$ cat src/rtl/serial_subtractor.sv
// -----------------------------------------------------------------------------
// serial_subtractor
//
// Bit-serial unsigned subtractor: computes A - B LSB-first, one bit per clock,
// with a single difference/borrow cell and a borrow flip-flop.
//
// Ports:
//   clk          system clock, rising-edge active
//   rst_n        asynchronous active-low reset
//   start_valid  operands A/B valid, request to start
//   start_ready  block idle, can accept operands
//   A, B         minuend / subtrahend, sampled on the start handshake
//   busy         high while bits are being processed
//   done_valid   diff/borrow valid
//   done_ready   consumer accepts the result
//   diff         A - B modulo 2^WIDTH
//   borrow       1 when A < B (unsigned)
//   ovf          signed overflow (only with SERIAL_SUBTRACTOR_OVF_EN defined)
//
// Optional feature macro: SERIAL_SUBTRACTOR_OVF_EN adds the ovf output.
// -----------------------------------------------------------------------------
module serial_subtractor #(
    parameter int unsigned WIDTH = 8
) (
    input  logic             clk,
    input  logic             rst_n,
    input  logic             start_valid,
    output logic             start_ready,
    input  logic [WIDTH-1:0] A,
    input  logic [WIDTH-1:0] B,
    output logic             busy,
    output logic             done_valid,
    input  logic             done_ready,
    output logic [WIDTH-1:0] diff,
    output logic             borrow
`ifdef SERIAL_SUBTRACTOR_OVF_EN
    ,
    output logic             ovf
`endif
);

    localparam int unsigned CntW = (WIDTH > 1) ? $clog2(WIDTH) : 1;
    localparam logic [CntW-1:0] CntLast = CntW'(WIDTH - 1);

    typedef enum logic [1:0] {StIdle, StRun, StDone} state_e;

    state_e           state_q;
    logic [WIDTH-1:0] a_sh_q;
    logic [WIDTH-1:0] b_sh_q;
    logic             bin_q;
    logic [CntW-1:0]  cnt_q;

`ifdef SERIAL_SUBTRACTOR_OVF_EN
    logic a_msb_q;
    logic b_msb_q;
`endif

    // Single-bit difference/borrow cell on the current operand LSBs.
    logic             a0;
    logic             b0;
    logic             d;
    logic             bout;
    logic [WIDTH-1:0] diff_shift;

    always_comb begin
        a0   = a_sh_q[0];
        b0   = b_sh_q[0];
        d    = a0 ^ b0 ^ bin_q;
        bout = (~a0 & b0) | (~(a0 ^ b0) & bin_q);
        // New difference bit enters at the MSB; after WIDTH shifts bit 0 lands at diff[0].
        diff_shift            = diff >> 1;
        diff_shift[WIDTH-1]   = d;
    end

    always_ff @(posedge clk or negedge rst_n) begin
        if (!rst_n) begin
            state_q     <= StIdle;
            a_sh_q      <= '0;
            b_sh_q      <= '0;
            bin_q       <= 1'b0;
            cnt_q       <= '0;
            start_ready <= 1'b1;
            busy        <= 1'b0;
            done_valid  <= 1'b0;
            diff        <= '0;
            borrow      <= 1'b0;
`ifdef SERIAL_SUBTRACTOR_OVF_EN
            a_msb_q     <= 1'b0;
            b_msb_q     <= 1'b0;
            ovf         <= 1'b0;
`endif
        end else begin
            case (state_q)
                StIdle: begin
                    if (start_valid) begin
                        a_sh_q      <= A;
                        b_sh_q      <= B;
                        bin_q       <= 1'b0;
                        cnt_q       <= '0;
                        start_ready <= 1'b0;
                        busy        <= 1'b1;
                        state_q     <= StRun;
`ifdef SERIAL_SUBTRACTOR_OVF_EN
                        a_msb_q     <= A[WIDTH-1];
                        b_msb_q     <= B[WIDTH-1];
`endif
                    end
                end
                StRun: begin
                    a_sh_q <= a_sh_q >> 1;
                    b_sh_q <= b_sh_q >> 1;
                    diff   <= diff_shift;
                    bin_q  <= bout;
                    cnt_q  <= cnt_q + 1'b1;
                    if (cnt_q == CntLast) begin
                        borrow     <= bout;
                        busy       <= 1'b0;
                        done_valid <= 1'b1;
                        state_q    <= StDone;
`ifdef SERIAL_SUBTRACTOR_OVF_EN
                        // d is the final diff MSB on this edge.
                        ovf        <= (a_msb_q != b_msb_q) && (d != a_msb_q);
`endif
                    end
                end
                StDone: begin
                    if (done_ready) begin
                        done_valid  <= 1'b0;
                        start_ready <= 1'b1;
                        state_q     <= StIdle;
                    end
                end
                default: begin
                    state_q <= StIdle;
                end
            endcase
        end
    end

endmodule

$ cat config.mk
export PLATFORM = sky130hd
export DESIGN_NAME = serial_subtractor
export DESIGN_NICKNAME = d
export VERILOG_FILES = /design/src/rtl/serial_subtractor.sv
export SDC_FILE = /design/constraint.sdc
export NUM_CORES = 1
export LEC_CHECK = 0
export CORE_UTILIZATION = 45
export CTS_BUF_LIST = sky130_fd_sc_hd__clkbuf_8
export DETAILED_ROUTE_END_ITERATION = 10
export GPL_TIMING_DRIVEN = 0
export PLACE_DENSITY = 0.68
export SLEW_MARGIN = 15
export SYNTH_ARGS = -nofsm -noshare
export SYNTH_HDL_FRONTEND = slang
export SYNTH_SLANG_ARGS = --single-unit
export TNS_END_PERCENT = 10
$ cat constraint.sdc
create_clock -name clk -period 1.6 [get_ports clk]
set_input_delay 0.32 -clock clk [delete_from_list [all_inputs] [get_ports clk]]
set_output_delay 0.32 -clock clk [all_outputs]
set_load 0.1 [all_outputs]
# After elaboration in Yosys (flattened, before gate mapping)
# Index checks and enable logic that the tools add are counted.
# totals
ff_bits	34
latchBits	0
mem_bits_rw	0
mem_bits_ro	0
memories	0
# classes
addsub	1
mul	0
div	0
n_lt_le_gt_ge	0
eq_ne	6
shifts	0
mux	20
bitwise	7
n_reduce_logical	10
# ops
operator	n
8-bit one-hot mux with 2 select lines	2
8-bit 2-to-1 mux	2
3-bit AND reduction	4
1-bit one-hot mux with 2 select lines	4
1-bit 2-to-1 mux	6
2-bit 2-to-1 mux	3
2-bit inequality test (second input constant)	3
2-bit one-hot mux with 3 select lines	1
3-bit one-hot mux with 2 select lines	1
2-bit nonzero test	3
2-bit AND reduction	2
3-bit by 1-bit adder with 3-bit output (second input constant)	1
3-bit equality test (second input constant)	1
3-bit 2-to-1 mux	1
1-bit bitwise AND	2
2-bit by 1-bit equality test with 1-bit output (second input constant)	1
2-bit equality test (second input constant)	1
2-bit zero test	1
1-bit NOT	2
1-bit bitwise XOR	2
1-bit OR	1

# Longest topological paths before layout
# logic_depth
ltp_word	5
ltp_mapped	5

# Worst setup path after synthesis
# OpenSTA, ideal clock, no wires.
# synth_path
path_kind	register to register
start	reg, netlist name diff[2]
end	reg diff[2]
setup_ns	0.126
t_arrival_ns	1.145
required_time_ns	1.474
path_slack_ns	0.329
path_stages_with_launch	2
path_buffers	0
synth_period_minus_slack_ns	1.271
path_cell_list	dfrtp_1 mux2_2
# synth_lines
element	line_no	text
to (signal assigned)	112	diff <= diff_shift;
to (decl)	34	output logic [WIDTH-1:0] diff,

# Final worst setup path
# layout_path
start	reg start_ready
end	out start_ready
# layout_lines
element	line_no	text
from (decl)	28	output logic start_ready,
from (signal assigned)	82	start_ready <= 1'b1;
from (signal assigned)	100	start_ready <= 1'b0;
from (signal assigned)	129	start_ready <= 1'b1;
# No word-level cell between the ends.

==> flow_summary.toml <==
[worst_setup_path]
crit_chain = "buf_2"
endpoint_kind = "primary output"
crit_slowest_cell = "dfstp_2"
crit_type = "flip-flop to primary output"
crit_buf_inv = 1
critPathMaxFanout = 3
cp_data_arrival_time_ns = 1.24
r2r_slack_ns = 0.31
crit_path_max_incr_delay_ns = 0.54
cp_top_family = "flip-flops"
crit_path_start_kind = "flip-flop"
critPathRequiredTime_ns = 1.28

[logic_synthesis]
synth_area_sq_um = 1531
ys_top_cells_by_area = "dfrtp_1 (54%), o22ai_1 (9.8%), a21oi_1 (5.9%), mux2_4 (4.9%), o21ai_0 (3.3%)"
syn_inst = 137
synth_top_cell_area_share_pct = 53.92
ys_types = 27
syn_nets = 160
synth-main-ff-cell = "dfrtp_1"
synth-warning-count = 0
synth.ff_latch_count = 34
synthArstFlopShare_pct = 100.0
syn_area_per_cell_sq_um = 11.18
synth_most_common_cell = "dfrtp_1"
synth_common_cells = "dfrtp_1 (33), o22ai_1 (24), a21oi_1 (18)"
synth-edff-count = 0
ys_seq_area_share_pct = 55.64
yosysTopAreaCell = "dfrtp_1"

[global_routing]
grt_overflow = 0
use_met1_pct = 28.49
grt_pass1_wl_microns = 5526
use_met2_pct = 33.44
grt_max_degree = 35
top_usage_layer = "met2"
antenna_found_initial = 0
first_global_vias = 1155
grtUsageTotal_pct = 21.11
use_met3_pct = 6.610

[floorplanning]
design.die.area_sq_um = 3640
fp.coreArea_sq_um = 3128
chipHeight_microns = 60.34
ios = 32
die_w_microns = 60.34
start_util_pct = 48.96
rows = 20

[sta]
max_clock_freq_mhz = 641.8
max_slew.worst_pin.slew_ns = 0.7500
setup-violations-final = 0
finClkSkew_ns = 0.005351
drv_slew = 0
fin_crit_ns = 1.558
hold_viol = 0
relSlewSlack_pct = 50.00
setup_ws_ns = 0.04178
timing.setup.tns_ns = 0
min_period_over_period_pct = 97.39
rsz0062_at_grt = "no"

[cts]
cts_tree = "yes"
numCtsBuffers = 5
cts-root-buf = "clkbuf_8"
clockBufferDepth = 2
clkSinkCount = 34
htreeDepth = 2
path_clk_slew_ns = 0.07
clock_latency_ns = 0.28

[layout]
drive_gt1_share_pct = 23.56
fin_util_pct = 62.96
area_growth_pct = 28.59
layout.nets = 197
fin_area_sq_um = 1969
insertedDiodeCount = 0

[outcome]
outcome = "complete, no violations"

[pwr]
vdd_drop_max_v = 0.0009663
total_power_mw = 4.653
power.static_leakage_nw = 0.8390
p_per_area_nw_per_um2 = 2363

[place]
place.gp.congestion = 0.7432
preCtsSetupSlack_ns = -0.3630
place_area_sq_um = 1882
io_buffer_count = 30
hpwl_microns = 2299

[detailed_routing]
wire_per_inst_microns = 14.94
firstDrtPassIters = 4
drc = 0
vias = 1203
viasPerCell = 5.518
drt_iter0_drc = 37
ant_nets = 0
wl_microns = 3257

[hold_path]
min_path_type = "input pin to asynchronous set/reset pin"

[job]
maxCapViolations = 0
-- flip-flops by register name, indices dropped and copies added, names as in the netlist, 2 cells and up --
signal,cells
a_sh_q,8
cnt_q,3
b_sh_q,8
state_q,2
diff,8
-- final timing paths --
| check | from | to | depth (start not counted) |
|---|---|---|---|
| setup / recovery | start_ready | start_ready | 1 |
| hold / removal | rst_n | borrow | 1 |
| setup reg to reg | b_sh_q[0] | diff[7] | 3 |
| hold reg to reg | diff[0] | diff[0] | 1 |
| max in group asynchronous | rst_n | b_sh_q[5] | 1 |
| min in group clk | start_valid | b_sh_q[3] | 3 |
-- logic make-up after synthesis --
family                     after synthesis  synth area share (%)
AOI/OAI and AO/OA                       58                 22.47
DFF                                     34                 55.64
and+or+nand+nor                         18                 6.046
buffers and inverters                   16                 5.800
muxes                                    8                 7.108
adders and majority gates                3                 2.941
-- through the flow --
stage	hold slack, ns	instances
floorplan	0.02441	137
global placement	0.4649	211
detailed placement	0.4372	211
CTS	0.1242	218
global route	0.1637	218
finish	0.1018	218
-- layout make-up --
type | instances | area (sq um)
clock buffers | 5 | 68.82
repair buffers | 30 | 304.0
clock inverters | 2 | 10.01
multi-input cells | 87 | 590.6
plain buffers | 10 | 66.31
well taps | 44 | 55.05
fillers | 260 | 1159
inverters | 6 | 22.52
flip-flops and latches | 34 | 852.1
-- cells in the final DEF, fill, tap and decap left out, types with 2 or more instances in the layout --
| cell type | n |
|---|---|
| dfrtp_1 | 33 |
| o22ai_1 | 24 |
| a21oi_1 | 18 |
| clkdlybuf4s50_1 | 17 |
| clkdlybuf4s15_2 | 11 |
| o21ai_0 | 10 |
| buf_2 | 7 |
| nand2_1 | 7 |
| inv_1 | 6 |
| mux2_4 | 5 |
| clkbuf_8 | 5 |
| nor2_1 | 4 |
| mux2_2 | 3 |
| buf_4 | 2 |
| nand2b_1 | 2 |
| buf_6 | 2 |
| a22o_1 | 2 |
| ha_1 | 2 |
| clkinv_2 | 2 |
-- per-layer routing --
metal  routed length [microns]  up-vias
met1                      1537      589
li1                          -      576
met3                       159        3
met4                        23        0
met5                         0        -
met2                      1537       35
-- power breakdown --
group | leakage [nW] | internal (mW) | total (mW) | switching [mW]
clock network | 0.0438 | 0.291 | 0.578 | 0.287
registers | 0.404 | 1.26 | 1.54 | 0.284
logic | 0.391 | 0.860 | 2.53 | 1.67
-- what timing repair did --
action	CTS	global route
gates resized for setup	38	0
hold endpoints to repair	0	0
setup buffers	0	0
endpoints found under the setup margin	12	0
hold buffers	0	0
Note: power is estimated with default switching activity, not from simulation.
